==> config.mk <==
export PLATFORM = sky130hd
export DESIGN_NAME = sram_region_loader
export DESIGN_NICKNAME = d
export VERILOG_FILES = /design/src/rtl/sram_loader_pkg.sv /design/src/rtl/sram_region_loader_byte_packer.sv /design/src/rtl/sram_region_loader.sv
export SDC_FILE = /design/constraint.sdc
export NUM_CORES = 1
export LEC_CHECK = 0
export ABC_AREA = 0
export CAP_MARGIN = 20
export CELL_PAD_IN_SITES_DETAIL_PLACEMENT = 0
export CELL_PAD_IN_SITES_GLOBAL_PLACEMENT = 2
export CORE_AREA = 2 2 280 213
export CTS_BUF_LIST = sky130_fd_sc_hd__clkbuf_4
export CTS_CLUSTER_DIAMETER = 50
export DETAILED_ROUTE_END_ITERATION = 7
export DIE_AREA = 0 0 282 215
export PLACE_DENSITY = 0.87
export REMOVE_ABC_BUFFERS = 1
export SLEW_MARGIN = 10
export SYNTH_ARGS = -nofsm -noshare
export SYNTH_HDL_FRONTEND = slang
export SYNTH_SLANG_ARGS = --single-unit
==> constraint.sdc <==
create_clock -name bram_clk -period 5.4 [get_ports bram_clk]
set_clock_uncertainty 0.1 [all_clocks]
set_input_delay 1.08 -clock bram_clk [delete_from_list [all_inputs] [get_ports bram_clk]]
set_output_delay 1.08 -clock bram_clk [all_outputs]
set_load 0.005 [all_outputs]
==> src/rtl/sram_loader_pkg.sv <==
// Shared types and default sizes for the SRAM region loader.
package sram_loader_pkg;

   localparam int DEF_NUM_REGIONS = 6;
   localparam int DEF_ADDR_W      = 22;
   localparam int DEF_DATA_W      = 32;
   localparam int DEF_CNT_W       = 24;

   // Descriptor fields are sized for the widest supported configuration
   // (ADDR_W and CNT_W up to 32); narrower builds leave the upper bits at zero.
   localparam int DESC_ADDR_MAX_W = 32;
   localparam int DESC_CNT_MAX_W  = 32;

   typedef enum logic [2:0] {
      IDLE,
      SETUP,
      LOAD,
      FLUSH,
      DONE
   } state_t;

   typedef struct packed {
      logic [DESC_ADDR_MAX_W-1:0] base;
      logic [DESC_CNT_MAX_W-1:0]  nbytes;
   } desc_t;

endpackage

==> src/rtl/sram_region_loader_byte_packer.sv <==
// Packs a little-endian byte stream into BRAM words and drives the
// registered BRAM write port (full words and partial flush words).
module byte_packer #(
   parameter int  ADDR_W = 22,
   parameter int  DATA_W = 32,
   localparam int BPW    = DATA_W / 8,
   localparam int LANE_W = (BPW > 1) ? $clog2(BPW) : 1
) (
   input  logic              i_clk,
   input  logic              i_rstn,
   input  logic              i_clear,
   input  logic              i_push,
   input  logic [7:0]        i_byte,
   input  logic              i_flush,
   input  logic [ADDR_W-1:0] i_addr,
   output logic              o_last_lane,
   output logic              o_bram_en,
   output logic              o_bram_wr_en,
   output logic [ADDR_W-1:0] o_bram_addr,
   output logic [DATA_W-1:0] o_bram_wrdata,
   output logic [BPW-1:0]    o_bram_be
);

   logic [LANE_W-1:0] r_lane;
   logic [DATA_W-1:0] r_data;
   logic              r_en;
   logic [ADDR_W-1:0] r_addr;
   logic [DATA_W-1:0] r_wrdata;
   logic [BPW-1:0]    r_be;

   logic [DATA_W-1:0] w_merged;
   logic [BPW-1:0]    w_flush_be;

   assign o_last_lane = (r_lane == LANE_W'(BPW - 1));
   assign w_flush_be  = BPW'((1 << r_lane) - 1);

   // Current partial word with the incoming byte dropped into its lane.
   always_comb begin
      // NOTE: default first so every path assigns the whole vector; no latch.
      w_merged = r_data;
      w_merged[8*r_lane +: 8] = i_byte;
   end

   // Lane accumulation and the one-cycle registered BRAM write strobe.
   always_ff @(posedge i_clk) begin
      // NOTE: non-blocking throughout so every register samples pre-edge values.
      if (!i_rstn) begin
         r_lane   <= '0;
         r_data   <= '0;
         r_en     <= 1'b0;
         r_addr   <= '0;
         r_wrdata <= '0;
         r_be     <= '0;
      end else begin
         r_en     <= 1'b0;
         r_wrdata <= '0;
         r_be     <= '0;
         if (i_clear) begin
            r_lane <= '0;
            r_data <= '0;
         end else if (i_push) begin
            if (o_last_lane) begin
               r_en     <= 1'b1;
               r_addr   <= i_addr;
               r_wrdata <= w_merged;
               r_be     <= '1;
               r_lane   <= '0;
               r_data   <= '0;
            end else begin
               r_data <= w_merged;
               r_lane <= r_lane + 1'b1;
            end
         end else if (i_flush) begin
            r_en     <= 1'b1;
            r_addr   <= i_addr;
            r_wrdata <= r_data;
            r_be     <= w_flush_be;
            r_lane   <= '0;
            r_data   <= '0;
         end
      end
   end

   assign o_bram_en     = r_en;
   assign o_bram_wr_en  = r_en;
   assign o_bram_addr   = r_addr;
   assign o_bram_wrdata = r_wrdata;
   assign o_bram_be     = r_be;

endmodule

==> src/rtl/sram_region_loader.sv <==
// Walks a table of (base, byte count) descriptors and streams bytes from
// s_data into BRAM, one region after another.
module sram_region_loader
   import sram_loader_pkg::*;
#(
   parameter int  NUM_REGIONS = DEF_NUM_REGIONS,
   parameter int  ADDR_W      = DEF_ADDR_W,
   parameter int  DATA_W      = DEF_DATA_W,
   parameter int  CNT_W       = DEF_CNT_W,
   localparam int IDX_W       = (NUM_REGIONS > 1) ? $clog2(NUM_REGIONS) : 1,
   localparam int BPW         = DATA_W / 8
) (
   input  logic              bram_clk,
   input  logic              bram_rstn,
   input  logic              cfg_we,
   input  logic [IDX_W-1:0]  cfg_idx,
   input  logic [ADDR_W-1:0] cfg_base,
   input  logic [CNT_W-1:0]  cfg_nbytes,
   input  logic              start,
   output logic              busy,
   output logic              done,
   output logic              err,
   input  logic              s_valid,
   input  logic [7:0]        s_data,
   output logic              s_ready,
   output logic              bram_en,
   output logic              bram_wr_en,
   output logic [ADDR_W-1:0] bram_addr,
   output logic [DATA_W-1:0] bram_wrdata,
   output logic [BPW-1:0]    bram_be
);

   state_t            r_state;
   state_t            w_state_nxt;
   desc_t             r_desc [NUM_REGIONS];
   logic [IDX_W-1:0]  r_idx;
   logic [ADDR_W-1:0] r_addr;
   logic [CNT_W-1:0]  r_remaining;
   logic              r_err;

   logic w_accept;
   logic w_last_byte;
   logic w_last_idx;
   logic w_cur_empty;
   logic w_last_lane;
   logic w_cfg_ok;
   logic w_clear;
   logic w_flush;

   assign w_accept    = (r_state == LOAD) && s_valid;
   assign w_last_byte = w_accept && (r_remaining == CNT_W'(1));
   assign w_last_idx  = (r_idx == IDX_W'(NUM_REGIONS - 1));
   assign w_cur_empty = (CNT_W'(r_desc[r_idx].nbytes) == '0);
   assign w_cfg_ok    = ({1'b0, cfg_idx} < (IDX_W + 1)'(NUM_REGIONS));
   assign w_clear     = (r_state == SETUP);
   assign w_flush     = (r_state == FLUSH);

   // Next-state selection: skip empty slots, flush partial tail words.
   always_comb begin
      w_state_nxt = r_state;
      case (r_state)
         IDLE:    if (start) w_state_nxt = SETUP;
         SETUP: begin
            if (!w_cur_empty)    w_state_nxt = LOAD;
            else if (w_last_idx) w_state_nxt = DONE;
         end
         LOAD: begin
            if (w_last_byte) begin
               if (!w_last_lane)    w_state_nxt = FLUSH;
               else if (w_last_idx) w_state_nxt = DONE;
               else                 w_state_nxt = SETUP;
            end
         end
         FLUSH:   w_state_nxt = w_last_idx ? DONE : SETUP;
         DONE:    w_state_nxt = IDLE;
         default: w_state_nxt = IDLE;
      endcase
   end

   // State, descriptor table, region cursor and sticky error.
   always_ff @(posedge bram_clk) begin
      if (!bram_rstn) begin
         r_state     <= IDLE;
         r_idx       <= '0;
         r_addr      <= '0;
         r_remaining <= '0;
         r_err       <= 1'b0;
         // NOTE: the descriptor table is flop-based and must come up empty, so it is reset.
         for (int i = 0; i < NUM_REGIONS; i++) r_desc[i] <= '0;
      end else begin
         r_state <= w_state_nxt;
         case (r_state)
            IDLE: begin
               if (start) begin
                  r_idx <= '0;
                  r_err <= 1'b0;
               end
               if (cfg_we && w_cfg_ok) begin
                  r_desc[cfg_idx].base   <= DESC_ADDR_MAX_W'(cfg_base);
                  r_desc[cfg_idx].nbytes <= DESC_CNT_MAX_W'(cfg_nbytes);
               end
            end
            SETUP: begin
               r_addr      <= ADDR_W'(r_desc[r_idx].base);
               r_remaining <= CNT_W'(r_desc[r_idx].nbytes);
               if (w_cur_empty && !w_last_idx) r_idx <= r_idx + 1'b1;
            end
            LOAD: begin
               if (w_accept) begin
                  r_remaining <= r_remaining - 1'b1;
                  if (w_last_lane) begin
                     r_addr <= r_addr + 1'b1;
                     // Wrapping past the top of BRAM with bytes still to go.
                     if ((&r_addr) && !w_last_byte) r_err <= 1'b1;
                     if (w_last_byte && !w_last_idx) r_idx <= r_idx + 1'b1;
                  end
               end
            end
            FLUSH: begin
               if (!w_last_idx) r_idx <= r_idx + 1'b1;
            end
            default: ;
         endcase
         if (cfg_we && (r_state != IDLE)) r_err <= 1'b1;
      end
   end

   byte_packer #(
      .ADDR_W (ADDR_W),
      .DATA_W (DATA_W)
   ) u_packer (
      .i_clk         (bram_clk),
      .i_rstn        (bram_rstn),
      .i_clear       (w_clear),
      .i_push        (w_accept),
      .i_byte        (s_data),
      .i_flush       (w_flush),
      .i_addr        (r_addr),
      .o_last_lane   (w_last_lane),
      .o_bram_en     (bram_en),
      .o_bram_wr_en  (bram_wr_en),
      .o_bram_addr   (bram_addr),
      .o_bram_wrdata (bram_wrdata),
      .o_bram_be     (bram_be)
   );

   assign busy    = (r_state != IDLE);
   assign done    = (r_state == DONE);
   assign s_ready = (r_state == LOAD);
   assign err     = r_err;

endmodule

======== After elaboration in Yosys (flattened, before gate mapping) ========
Memories as Yosys holds them, arrays and structs flattened. A register that Yosys moved wholly into a read port is not among the register bits.
Index checks and enable logic that the tools add are counted.
word-level totals
  flip-flop bits (word level) ............. 146
  word-level logic and storage cells ...... 123
  memories kept ........................... 1
  bits in latches ......................... 0
  memory bits (read-only) ................. 0
  RAM bits ................................ 276
memory list
  name    depth  width  rd ports  clocked after Yosys merged registers in  write ports  line                      source
  r_desc  6      46     1         1                                        6            sram_region_loader.sv:35  desc_t r_desc [NUM_REGIONS];
operators by class
  muxes and demuxes ....................... 54
  bitwise logic cells ..................... 2
  reductions and logical operators ........ 25
  div/mod/pow operators ................... 0
  equality and inequality tests ........... 20
  shift operators ......................... 3
  multiply operators ...................... 0
  order comparisons ....................... 1
  $add $sub $neg .......................... 6
operators by type and width
  operator                                                count
  2-to-1 mux 32 bit                                       6
  2-to-1 mux 22 bit                                       5
  one-hot mux 24 bit (2 select lines)                     1
  2-to-1 mux 46 bit                                       1
  OR reduction 46 bit                                     1
  2-to-1 mux 3 bit                                        15
  one-hot mux 22 bit (2 select lines)                     1
  negation 5 -> 34 bit                                    1
  variable shift 8 x 34 -> 32 bit (first input constant)  1
  indexed part select 8 x 34 -> 32 bit                    1
  bitwise mux 32 bit                                      1
  equality test 24 x 1 -> 1 bit (second input constant)   1
  zero test 24 bit                                        1
  2-to-1 mux 24 bit                                       1
  one-hot mux 3 bit (4 select lines)                      2
  subtractor 24 x 1 -> 24 bit (second input constant)     1
  adder 22 x 1 -> 22 bit (second input constant)          1
  AND reduction 22 bit                                    1
  2-to-1 mux 1 bit                                        14
  2-to-1 mux 4 bit                                        3
  != test 2 x 1 -> 1 bit (second input constant)          5
  != test 3 x 1 -> 1 bit (second input constant)          3
  AND reduction 3 bit                                     3
  logical AND 1 bit                                       7
  other kinds (23)                                        34

======== Depth between registers and ports, before layout ========
Gate-level depths: netlist of the first run.
  depth after elaboration ................. 10
  mapped depth ............................ 12
  depth with buffers taken out ............ 9

======== By module ========
A second synthesis of the first run with hierarchy kept.
unflattened totals
  cell total of the unflattened synthesis .. 1839
  area, all modules ....................... 22422.8 µm²
by module, submodules not included
  module              seq. area each (µm²)  cells each  area each (µm²)  times used
  sram_region_loader  12171.7               1390        18600.3          1
  byte_packer         1861.8                449         3822.4           1

======== Least setup slack after synthesis of the first run ========
No wires, ideal clock.
  kind .................................... input to register
  start ................................... in cfg_idx[1]
  end ..................................... mem r_desc[4][0] (netlist bit), enable pin
  arrival ................................. 4.954 ns
  setup slack ............................. -0.167 ns
  cell stages on the path ................. 4
  setup time .............................. 0.513 ns
  path through ............................ nand2b_1 -> or2_2 -> clkbuf_1 -> o21ai_0
RTL lines
  what         line                      source
  from (decl)  sram_region_loader.sv:16  input logic [IDX_W-1:0] cfg_idx,
  to (decl)    sram_region_loader.sv:35

======== Final worst setup path of the first run ========
  start ................................... reg r_state[1]
  end ..................................... out s_ready
between the ends
  cells in the longest elaborated chain, start to end .. 1
ends and longest elaborated chain
  what                          line                       source
  from (decl)                   sram_region_loader.sv:33   state_t r_state;
  from (signal assigned)        sram_region_loader.sv:91   r_state <= w_state_nxt;
  equality test 3 x 2 -> 1 bit  sram_region_loader.sv:149  assign s_ready = (r_state == LOAD);
  to (decl)                     sram_region_loader.sv:25   output logic s_ready,
No other way between the ends.

==> results.toml, run 1 <==
[clocking]
ctsHtreeMaxLevel = 4
cts_root_buf = "clkbuf_4"
cts_hold_buf = 0
cts_num_sinks = 517
clk_latency_ps = 860
cts_setup_buffers = 0
post_cts_resize_count = 0
cts_made_buffers = 131
tritoncts = "done"
ctsLongestPathBuffers = 3
clk_pin_slew_worst_paths_ps = 60

[worst_hold_path]
hp-class = "reg -> reg"
min_from = "u_packer.o_bram_addr[9]"

[worst_setup_path]
worst-path-buf-inv = 2
path_class = "reg -> out"
critPathLaunchType = "flip-flop"
cp_max_fo = 63
worstPathRequired_ps = 4220
cp_cell_sequence = "nor2b_4 -> nand2b_2 -> inv_6 -> clkdlybuf4s50_1"
max_stage_delay_ps = 630
startpoint = "r_state[1]"
cp_slowest_cell = "clkdlybuf4s50_1"
crit_family = "buffers and inverters"
critical_path_arrival_ps = 2870
cp-end-kind = "primary output"

[yosys]
netlist_area_um2 = 22300
synth-edff-count = 368
synth_area_leaders = "edfxtp_1, dfxtp_1, mux4_2, nor2_1, nand2_1"
yosysTopAreaCell = "edfxtp_1"
yosysTopAreaCellShare = 0.495
yosysUniqueCellTypes = 63
ys_ff_latch = 517
async_flop_share = 0
synthFlopType = "edfxtp_1"
synth_warnings = 0
avgSynthCellArea_um2 = 12.1
netlist_instances = 1841
synth-seq-area-share = 0.629

[floorplanning]
fp-row-count = 77
die_x_um = 282
initial_core_util = 0.384
core_area_um2 = 58100
ios = 126
die_y_um = 215
die_area_um2 = 60600

[routing]
detail_route.iter0.violations = 1361
wl_per_cell_um = 19.1
drc = 0
drt_wl_total_mm = 57.1
routed_via_density = 5.14
antenna_left = 0
vias = 15383
drt-pass1-iter-count = 6

[grt]
grt_max_degree = 85
grt_pass1_wl_mm = 88.8
antenna_found_initial = 2
grt_pass1_vias = 15510
grt_overflow = 0
grt_usage = 0.192

[power]
netSwitchingPower_w = 0.00270
power_density_nw_per_um2 = 369
p_sw_frac = 0.275
ir_drop_mv = 0.186
intPower_w = 0.00712
seqPwrFrac = 0.476
leakagePower_nw = 9.43
clkPwrFrac = 0.374
pwr-share-comb = 0.151

[timing]
min_period_over_period = 0.750
fin_tns_setup_ps = 0
relSlewSlack = 0.292
layout_setup_ws_ps = 1350
worst_slew_pin_slew_ps = 1060
hold_viol = 0
fmax_mhz = 247
setup_viol = 0
slew_viol_final = 0
rsz0062_at_grt = "no"
period_needed_ps = 4050

[final_layout]
syn_to_final_growth_pct = 19.2
nets = 2176
final_cell_mix = "edfxtp_1, nor2_1, clkbuf_4"
multiInputGateArea_um2 = 7870
fin_util = 0.458
seq_area_um2 = 14000
mostFrequentLayoutCell = "edfxtp_1"
fill_cells = 5344
drive_gt1_frac = 0.172
instances_no_fill = 2995

[placed_design]
detailed_place_hpwl_mm = 34.8
gp_congestion = 0.782
place_ws_ps = 1360
dpl.cell_count = 2759
io_buffers = 125

[run_status]
status = "completed"

[job]
max_cap_violations = 0
-- worst paths after layout --
check | end | slack [ps] | cells past startpoint
min reg2reg | u_packer.o_bram_addr[9] | 360 | 2
min | u_packer.o_bram_addr[9] | 360 | 2
max | s_ready | 1350 | 4
max reg2reg | r_idx[2] | 1720 | 9
-- flip-flops by register name (all words and copies together) (netlist names), named ones only --
register	cells
u_packer.o_bram_wrdata	32
r_state	3
u_packer.o_bram_addr	22
r_remaining	24
r_desc	368
r_idx	3
u_packer.o_bram_be	4
u_packer.r_lane	2
err	1
u_packer.o_bram_en	1
r_addr	22
u_packer.r_data	32
-- worst min-delay path, cell delays in order (launching register included) --
cell and delay [ps]:
dfxtp_1 300, nand2_1 50, a21boi_0 60
-- synthesized netlist by cell type, types with 5 or more instances --
library cell	number
a22oi_1	79
buf_1	16
and3_1	7
and2_1	8
nor3_1	29
nand3_1	18
ha_1	12
a21oi_1	35
nor2b_1	18
nor4_1	7
or2_2	5
inv_1	86
mux2i_1	50
edfxtp_1	368
o2bb2ai_1	6
nand2_1	190
mux4_2	92
dfxtp_1	149
a21boi_0	36
nor2_1	348
o221a_2	5
nand4_1	8
buf_2	10
clkbuf_1	92
o21ai_0	95
a31oi_1	5
nand2b_1	6
nand3b_1	6
-- cell families (layout without fill, tap and decap cells) --
group / after synthesis / after routing / share of synthesized area
and+or+nand+nor: 675 / 675 / 0.130
muxes: 142 / 142 / 0.115
adders and majority gates: 12 / 12 / 0.00673
other: 1 / 94 / 0.000168
DFF: 517 / 517 / 0.629
xor gates and xnor gates: 1 / 1 / 0.000392
buffers and inverters: 209 / 480 / 0.0367
AOI/OAI and AO/OA: 284 / 284 / 0.0822
-- metrics by stage --
step                hold slack [ps]  cell area, µm²  total power (W)
floorplan                       351           22200          0.00570
global placement                356           24800          0.00619
detailed placement              360           24800          0.00623
CTS                             367           26600          0.00991
global route                    388           26600           0.0103
finish                          361           26600          0.00981
-- layer usage --
layer | up-vias | share of wire | wire [µm] | track usage
li1 | 7155 | - | - | -
met1 | 7510 | 0.45 | 25400 | 0.273
met2 | 628 | 0.46 | 26100 | 0.291
met3 | 90 | 0.078 | 4470 | 0.0460
met4 | 0 | 0.020 | 1150 | 0.0585
met5 | - | 0 | 0 | 0
-- power by group through the flow --
stage	clock network, W	logic [W]	registers (W)
after floorplan	0	0.000970	0.00473
after global placement	0	0.00145	0.00474
after detailed placement	0	0.00147	0.00475
after CTS	0.00377	0.00148	0.00467
after global routing	0.00398	0.00163	0.00470
final	0.00367	0.00148	0.00467
-- area by class of cell --
cell class | count | area share
sequential | 517 | 0.528
multi-input combinational | 1206 | 0.296
inverter | 87 | 0.0125
timing repair buffer | 159 | 0.0578
tap | 790 | 0.0371
clock buffer | 206 | 0.0581
clock inverter | 28 | 0.0109
antenna | 2 | 0.000188
Power figures use the tool's default switching activity.
==> run 2: changes to the inputs <==
--- a/config.mk
+++ b/config.mk
@@ -9,12 +9,12 @@
 export CAP_MARGIN = 20
 export CELL_PAD_IN_SITES_DETAIL_PLACEMENT = 0
 export CELL_PAD_IN_SITES_GLOBAL_PLACEMENT = 2
-export CORE_AREA = 2 2 280 213
+export CORE_AREA = 2 2 276 210
 export CTS_BUF_LIST = sky130_fd_sc_hd__clkbuf_4
 export CTS_CLUSTER_DIAMETER = 50
 export DETAILED_ROUTE_END_ITERATION = 7
-export DIE_AREA = 0 0 282 215
-export PLACE_DENSITY = 0.87
+export DIE_AREA = 0 0 278 212
+export PLACE_DENSITY = 0.86
 export REMOVE_ABC_BUFFERS = 1
 export SLEW_MARGIN = 10
 export SYNTH_ARGS = -nofsm -noshare
==> constraint.sdc (replaced) <==
create_clock -name bram_clk -period 4.25 [get_ports bram_clk]
set_clock_uncertainty 0.1 [all_clocks]
set_input_delay 0.85 -clock bram_clk [delete_from_list [all_inputs] [get_ports bram_clk]]
set_output_delay 0.85 -clock bram_clk [all_outputs]
set_load 0.005 [all_outputs]
==> results.toml, run 2 (synthesized netlist as in run 1, its figures left out) <==
[run_status]
status = "completed"

[floorplanning]
ios = 126
core_area_um2 = 56600
die_x_um = 278
fp-row-count = 76
die_y_um = 212
initial_core_util = 0.395
die_area_um2 = 58900

[grt]
grt_overflow = 0
grt_pass1_vias = 15445
grt_max_degree = 85
antenna_found_initial = 1
grt_usage = 0.195
grt_pass1_wl_mm = 87.3

[clocking]
tritoncts = "done"
ctsHtreeMaxLevel = 4
post_cts_resize_count = 0
cts_num_sinks = 517
cts_made_buffers = 132
cts_hold_buf = 0
clk_latency_ps = 950
cts_setup_buffers = 0
cts_root_buf = "clkbuf_4"
ctsLongestPathBuffers = 3
clk_pin_slew_worst_paths_ps = 80

[placed_design]
detailed_place_hpwl_mm = 33.5
dpl.cell_count = 2712
io_buffers = 125
gp_congestion = 0.784

[timing]
fmax_mhz = 277
period_needed_ps = 3620
min_period_over_period = 0.851
setup_viol = 0
slew_viol_final = 0
hold_viol = 0
worst_slew_pin_slew_ps = 1000
rsz0062_at_grt = "no"
relSlewSlack = 0.327
holdWs_ps = 303

[worst_setup_path]
critPathLaunchType = "flip-flop"
worstPathRequired_ps = 3300
critical_path_arrival_ps = 2670
cp_max_fo = 10
cp-end-kind = "primary output"
path_class = "reg -> out"

[routing]
drc = 0
wl_per_cell_um = 19.1
vias = 15273
routed_via_density = 5.20
detail_route.iter0.violations = 1398
antenna_left = 0
drt_wl_total_mm = 56.2
drt-pass1-iter-count = 6

[worst_hold_path]
hp-class = "in -> reg"

[final_layout]
nets = 2179
syn_to_final_growth_pct = 18.6
regMostFlops = "r_desc"
drive_gt1_frac = 0.172
final_cell_mix = "edfxtp_1, nor2_1, clkbuf_4"
instances_no_fill = 2937
largest_reg_flops = 368
mostFrequentLayoutCell = "edfxtp_1"

[power]
leakagePower_nw = 9.39
ir_drop_mv = 0.194
power_density_nw_per_um2 = 458

[job]
max_cap_violations = 0
==> run 2: cell count changes in the layout (fill, tap and decap cells not counted), sizes merged <==
cell | previous run | this run
buf | 35 | 37
bufinv | 7 | 3
clkbuf | 206 | 199
clkinv | 18 | 12
clkinvlp | 0 | 1
diode | 2 | 4
inv | 90 | 93
==> run 2: worst paths after layout <==
kind / to / from / slack [ps] / cells after the start
max reg2reg: r_idx[2] / flip-flop / 820 / 9
min reg2reg: u_packer.o_bram_addr[3] / u_packer.o_bram_addr[3] / 370 / 2
max: s_ready / r_state[1] / 630 / 4
min: r_state[1] / bram_rstn / 300 / 4
==> run 2: cell type report <==
cell class / instances / area [µm²]
repair buffers: 161 / 1630
fillers: 5174 / 30100
inverters: 87 / 332
flip-flops and latches: 517 / 14000
clock buffers: 199 / 1490
clock inverters: 22 / 168
multi-input cells: 1206 / 7870
well taps: 741 / 927
diodes: 4 / 10.0
==> run 2: report_power, final <==
part | internal [W] | switching [W]
Combinational | 0.000760 | 0.00121
Sequential | 0.00568 | 0.000181
Clock | 0.00230 | 0.00201
==> run 2: metrics by stage <==
stage	area (µm²)	total power [W]	setup TNS [ps]	setup WS (ps)	utilization
after floorplan	22200	0.00725	-193380	-1790	-
after global placement	24800	0.00789	0	728	0.438
after detailed placement	24800	0.00793	0	650	0.438
after CTS	26500	0.0123	0	428	0.468
after global routing	26500	0.0127	0	347	0.468
final	26500	0.0121	0	633	0.468
==> run 2: critical path: stages, from the launching register on <==
cell             delay [ps]
dfxtp_1                 520
nor2b_4                 280
nand2b_2                110
inv_6                    80
clkdlybuf4s50_1         720
==> run 2: per-layer routing <==
metal | GRT usage | part of all wire | vias to the layer above
li1 | - | - | 7165
met1 | 0.259 | 0.45 | 7519
met2 | 0.307 | 0.46 | 478
met3 | 0.0480 | 0.062 | 111
met4 | 0.0816 | 0.027 | 0
met5 | 0 | 0 | -
